==> src/rtl/bus_pkg.sv <==
// Shared bus-subsystem types and the round-robin pick helper.
// Used by the serial word arbiter and its beat counter.
package bus_pkg;

    typedef enum logic [1:0] {
        IDLE,
        GRANT_0,
        GRANT_1
    } arb_state_e;

    typedef logic src_id_t;

    // prio names the source that wins when both request.
    function automatic arb_state_e rr_pick(
        input logic    valid_0,
        input logic    valid_1,
        input src_id_t prio
    );
        arb_state_e pick;
        if (valid_0 && valid_1) begin
            pick = prio ? GRANT_1 : GRANT_0;
        end else if (valid_0) begin
            pick = GRANT_0;
        end else if (valid_1) begin
            pick = GRANT_1;
        end else begin
            pick = IDLE;
        end
        return pick;
    endfunction

endpackage

==> src/rtl/word_beat_counter.sv <==
// Modulo-WORD_LEN beat counter; last flags the final bit of a word.
// clr takes precedence over inc.
module word_beat_counter
    import bus_pkg::*;
#(
    parameter int WORD_LEN = 8,
    parameter int CNT_W    = $clog2(WORD_LEN)
) (
    input  logic clk,
    input  logic aresetn,
    input  logic inc,
    input  logic clr,
    output logic last
);

    localparam logic [CNT_W-1:0] LAST_CNT = CNT_W'(WORD_LEN - 1);

    logic [CNT_W-1:0] cnt;

    assign last = (cnt == LAST_CNT);

    always_ff @(posedge clk or negedge aresetn) begin
        if (!aresetn) begin
            cnt <= '0;
        end else if (clr) begin
            cnt <= '0;
        end else if (inc) begin
            cnt <= cnt + CNT_W'(1);
        end
    end

endmodule

==> src/rtl/serial_word_arbiter.sv <==
// Two-master round-robin arbiter for a shared bit-serial link.
// Grants last exactly one word; bits pass through combinationally.
module serial_word_arbiter
    import bus_pkg::*;
#(
    parameter int WORD_LEN = 8,
    parameter int CNT_W    = $clog2(WORD_LEN)
) (
    input  logic clk,
    input  logic aresetn,
    input  logic s_valid_0,
    output logic s_ready_0,
    input  logic s_data_0,
    input  logic s_valid_1,
    output logic s_ready_1,
    input  logic s_data_1,
    output logic m_valid,
    input  logic m_ready,
    output logic m_data,
    output logic m_id,
    output logic m_last
);

    arb_state_e state, state_nxt;
    src_id_t    prio, prio_nxt;
    logic       beat;
    logic       last;

    word_beat_counter #(
        .WORD_LEN (WORD_LEN),
        .CNT_W    (CNT_W)
    ) u_cnt (
        .clk     (clk),
        .aresetn (aresetn),
        .inc     (beat),
        .clr     (beat && last),
        .last    (last)
    );

    always_ff @(posedge clk or negedge aresetn) begin
        if (!aresetn) begin
            state <= IDLE;
            prio  <= 1'b0;
        end else begin
            state <= state_nxt;
            prio  <= prio_nxt;
        end
    end

    always_comb begin
        state_nxt = state;
        prio_nxt  = prio;
        m_valid   = 1'b0;
        m_data    = 1'b0;
        m_id      = 1'b0;
        m_last    = 1'b0;
        s_ready_0 = 1'b0;
        s_ready_1 = 1'b0;
        beat      = 1'b0;
        unique case (state)
            IDLE: begin
                state_nxt = rr_pick(s_valid_0, s_valid_1, prio);
            end
            GRANT_0: begin
                m_valid   = s_valid_0;
                m_data    = s_data_0;
                m_last    = last;
                s_ready_0 = m_ready;
                beat      = s_valid_0 && m_ready;
                // The other source wins ties at word end.
                if (beat && last) begin
                    prio_nxt  = 1'b1;
                    state_nxt = rr_pick(s_valid_0, s_valid_1, 1'b1);
                end
            end
            GRANT_1: begin
                m_valid   = s_valid_1;
                m_data    = s_data_1;
                m_id      = 1'b1;
                m_last    = last;
                s_ready_1 = m_ready;
                beat      = s_valid_1 && m_ready;
                if (beat && last) begin
                    prio_nxt  = 1'b0;
                    state_nxt = rr_pick(s_valid_0, s_valid_1, 1'b0);
                end
            end
            default: begin
                state_nxt = IDLE;
            end
        endcase
    end

endmodule

==> config.mk <==
export PLATFORM = sky130hd
export DESIGN_NAME = serial_word_arbiter
export DESIGN_NICKNAME = d
export VERILOG_FILES = /design/src/rtl/bus_pkg.sv /design/src/rtl/word_beat_counter.sv /design/src/rtl/serial_word_arbiter.sv
export SDC_FILE = /design/constraint.sdc
export NUM_CORES = 1
export LEC_CHECK = 0
export BUFFER_PORTS_ARGS = -buffer_cell sky130_fd_sc_hd__buf_2
export CORE_UTILIZATION = 35
export DETAILED_ROUTE_END_ITERATION = 7
export PLACE_DENSITY_LB_ADDON = 0.3
export SLEW_MARGIN = 20
export SYNTH_ARGS = -nofsm -noshare
export SYNTH_HDL_FRONTEND = slang
export SYNTH_SLANG_ARGS = --single-unit
==> constraint.sdc <==
create_clock -name clk -period 1.7 [get_ports clk]
set_input_delay 0.34 -clock clk [delete_from_list [all_inputs] [get_ports clk]]
set_output_delay 0.34 -clock clk [all_outputs]
set_load 0.03 [all_outputs]
Word-level counts from Yosys, hierarchy flattened --
Index checks and enable logic that the tools add are counted.
Cells by class: add/sub/neg operators 1, equality and inequality tests 5, mux-type cells 21, reduce and logical (&&, ||, !) cells 12
Operators with widths (count):
- 2-bit 2-to-1 mux | 8
- 1-bit case mux with 2 select lines | 4
- 1-bit logical AND | 6
- 1-bit 2-to-1 mux | 6
- 3-bit 2-to-1 mux | 2
- 2-bit case mux with 3 select lines | 1
- 2-bit inequality test (second input constant) | 2
- 2-bit nonzero test | 2
- 3-bit by 1-bit adder with 3-bit output (second input constant) | 1
- 3-bit == test (second input constant) | 1
- 3-bit AND reduction | 1
- 2-bit by 1-bit == test with 1-bit output (second input constant) | 1
- 2-bit == test (second input constant) | 1
- 2-bit logical NOT | 1
- 2-bit AND reduction | 1
- 2-bit OR reduction | 1
Word-level totals: bits in registers 6, input bits 7, output and inout bits 6, logic and storage cells 42

Depth between registers and ports, before layout --
depth after elaboration 5, mapped depth 5, gate-level depth less buffers 5

By module --
Synthesis repeated with hierarchy kept, for this count alone.
Second synthesis, totals: cell total of the unflattened synthesis 50, area, all modules 500.5 µm²
Modules (own cells, without submodules):
- serial_word_arbiter | times used 1, cells an instance 39, area each 360.3 µm²
- word_beat_counter | times used 1, cells an instance 11, area each 140.1 µm²

Worst setup path before layout --
Ideal clock, no wire load.
kind register to output, start point register state[0], end point output port m_data, data arrival time 1.447 ns, setup slack -0.087 ns, stages on the path, launching flop included 5, buffers on the path 0, path through dfrtp_1 > inv_1 > ha_1 > a22oi_1 > nor2b_1
On the way: word-level cells in the longest chain between the ends 2, elaborated cells between the ends (all ways) 3
Ends and longest elaborated chain:
- from (decl) | line serial_word_arbiter.sv:24 | arb_state_e state, state_nxt;
- from (signal assigned) | line serial_word_arbiter.sv:45 | state <= state_nxt;
- 2-bit == test / 2-bit by 1-bit == test with 1-bit output (equally long branches) | line serial_word_arbiter.sv:60 | unique case (state)
- 1-bit case mux with 2 select lines (*) | line serial_word_arbiter.sv:60
- to (decl) | line serial_word_arbiter.sv:19 | output logic m_data,
Every way passes the cells marked *; elsewhere a longest branch is shown, timed or not.

Final worst setup path --
start point register state[0], end point output port m_valid
On the way: word-level cells in the longest chain between the ends 2, elaborated cells between the ends (all ways) 3
Ends and longest elaborated chain:
- 2-bit == test / 2-bit by 1-bit == test with 1-bit output (equally long branches) | line serial_word_arbiter.sv:60
- 1-bit case mux with 2 select lines (*) | line serial_word_arbiter.sv:60
- to (decl) | line serial_word_arbiter.sv:17 | output logic m_valid,
Marked as above.

==> metrics.txt <==
Slew @ Worst Pin between 200 and 300 ps; Via Count 448; Slew Limit Headroom 0.8262; initial antenna violation count 0; crit-path max FO 5; GRT Residual Overflow 0; Hold Vio Cnt, Final 0; Final Max Slew Viols 0; TritonCTS Buffers 3; drt wl/cell around 13 um; clk root buf clkbuf_4; largest net degree at the start of global routing 8; Finished Core Util 0.5959; Vias per Instance roughly 5.0; Die Ht 40.84 um; vias in the first global route 396; first-pass GRT wire length 1690 um; Clock Sinks 6; status finished, final reports clean; PortBufs 12; WP data arrival 1340 ps; antenna cell count 0; initial core utilization 0.3911; worst skew pair latency around 240 ps; final wirelength approximately 1100 um; Die Wd between 40 and 50 um; Layout Nets 91; Rows 13; Cells after Synth 50; HP Class primary input to async pin; maximum VDD drop around 0.00075 V; Setup crit end kind output port; H-tree level count 1; gp weighted congestion 0.7331; top post-synthesis cells by area dfrtp_1 (28%), ha_1 (19%), mux2_4 (8.5%), nor2b_1 (4.7%), nand3b_4 (3.8%); period utilization 0.9879; Mapped Avg Cell Area 10.56 um^2; CTS Buffer Depth 2; Die ar. around 1700 um^2; All-Layer GR Usage 0.1551; kind of critical path flip-flop to output port; drt pass-1 iters 3; CTS tree yes; Period minus WS final around 1700 ps; Reg clk slew, reported paths 50 ps; register area share after synthesis 0.2844; PwrDens 1447 nW/um^2; final antenna-violating net count 0; cell taking the most area after synthesis dfrtp_1; skew final 8.970 ps; share of cells above drive strength 1 0.5811; Synth Warn # 0; RSZ-0062 raised after global routing yes; Max Fclk 0.5955 GHz; Top-Level Pins 13; area of the core 1350 um^2; Area growth syn-to-layout 52.37%; Fillers 111; Req. time, crit path 1360 ps; worst hold slack around 450 ps; Post-route DRC 0; Critical Path Start Type flip-flop; total power draw 1164 uW; leak pwr 0.0003804 uW; drt initial violations 7; Max-Cap Viols 0; Seq cells post-synth 6; Synth Cell Area 528.0 um^2; Synth top area share 0.2844; library cells used by synthesis 24; Syn Nets 65; Final setup viols 0; hpwl dp 820.3 um; Post-Route Setup TNS 0 ps
-- cell families (layout without fill, tap and decap cells) --
group	Yosys count	in the layout	share of synthesized area
and+or+nand+nor	20	20	0.2607
DFF	6	6	0.2844
AOI/OAI and AO/OA	7	7	0.1114
buffers and inverters	4	28	0.02843
muxes	5	5	0.1256
adders and majority gates	8	8	0.1896
-- worst max-delay path: stages, from the launching register on --
cell	delay, ps
dfrtp_2	450
ha_4	200
a22oi_2	210
nor2b_2	60
buf_4	160
-- cells in the final DEF, fill, tap and decap left out, types with 2 or more instances in the layout --
| cell | n |
|---|---|
| nor2_1 | 2 |
| nor2b_2 | 2 |
| nor2b_1 | 2 |
| mux2_4 | 3 |
| clkbuf_4 | 3 |
| a22oi_2 | 3 |
| ha_4 | 4 |
| ha_2 | 2 |
| buf_2 | 8 |
| inv_1 | 2 |
| dfrtp_1 | 5 |
| buf_6 | 5 |
| buf_4 | 7 |
| and2_1 | 2 |
| ha_1 | 2 |
| nand2b_1 | 3 |
-- synth_stat cells --
cell type and instances:
nand2b_1 3, inv_1 4, dfrtp_1 6, nor2b_1 4, a22oi_1 2, a22oi_2 1
a22o_1 1, mux2i_1 1, o21ai_0 1, nand3_1 1, nand3b_4 1, nand4_1 1
mux2_4 3, mux2_1 1, nor3_1 1, nand3_2 1, a311o_1 1, ha_1 8
nand2_1 1, nor2_1 2, nand4b_1 1, a211oi_1 1, and3b_1 1, and2_1 3
-- sequential cells by signal, summed over array words and instances (netlist names) --
register	count
state	2
prio	1
u_cnt.cnt	3
-- cell type report --
class	instances	area (um^2)	share of cell area
clock buffers	3	22.52	0.02799
inverters	4	17.52	0.02177
multi-input cells	40	435.4	0.5412
flip-flops and latches	6	151.4	0.1882
well taps	15	18.77	0.02333
repair buffers	21	158.9	0.1975
-- timing repair --
| action | CTS | global route |
|---|---|---|
| setup endpoints to repair | 5 | 4 |
| buffers inserted | 2 | 4 |
| resized for setup | 22 | 5 |
| hold endpoints to repair | 6 | 0 |
| hold buffers | 1 | 0 |
| pin swaps | 1 | 4 |
-- routing by layer --
layer / vias to the layer above / track usage / wire (um)
met1: 207 / 0.1863 / 540
li1: 228 / - / -
met2: 13 / 0.2695 / 549
met4: 0 / 0 / 0
met3: 0 / 0.06522 / 52
met5: - / 0 / 0
-- per-stage QoR --
stage | cells | setup slack [ps] | area (um^2)
after global routing | 89 | -38.75 | 804.5
after global placement | 79 | 61.68 | 624.3
after floorplan | 50 | 42.53 | 530.5
after detailed placement | 79 | 64.95 | 624.3
final | 89 | 20.62 | 804.5
after CTS | 85 | 6.517 | 762.0
-- power by group --
| part | switching [uW] | total, uW | internal, uW |
|---|---|---|---|
| combinational | 354 | 775 | 421 |
| clock | 51.2 | 131 | 79.9 |
| sequential | 60.2 | 258 | 197 |
-- path summary, 6_finish.rpt --
path	startpoint	end	slack [ps]	cells past startpoint
min reg2reg	u_cnt.cnt[1]	u_cnt.cnt[1]	550	1
max	state[0]	m_valid	20	4
min in group clk	s_valid_1	prio	450	3
min	aresetn	prio	450	2
max in group asynchronous	aresetn	state[0]	1090	2
max reg2reg	u_cnt.cnt[0]	state[0]	110	6
(Power assumes the default switching activity.)
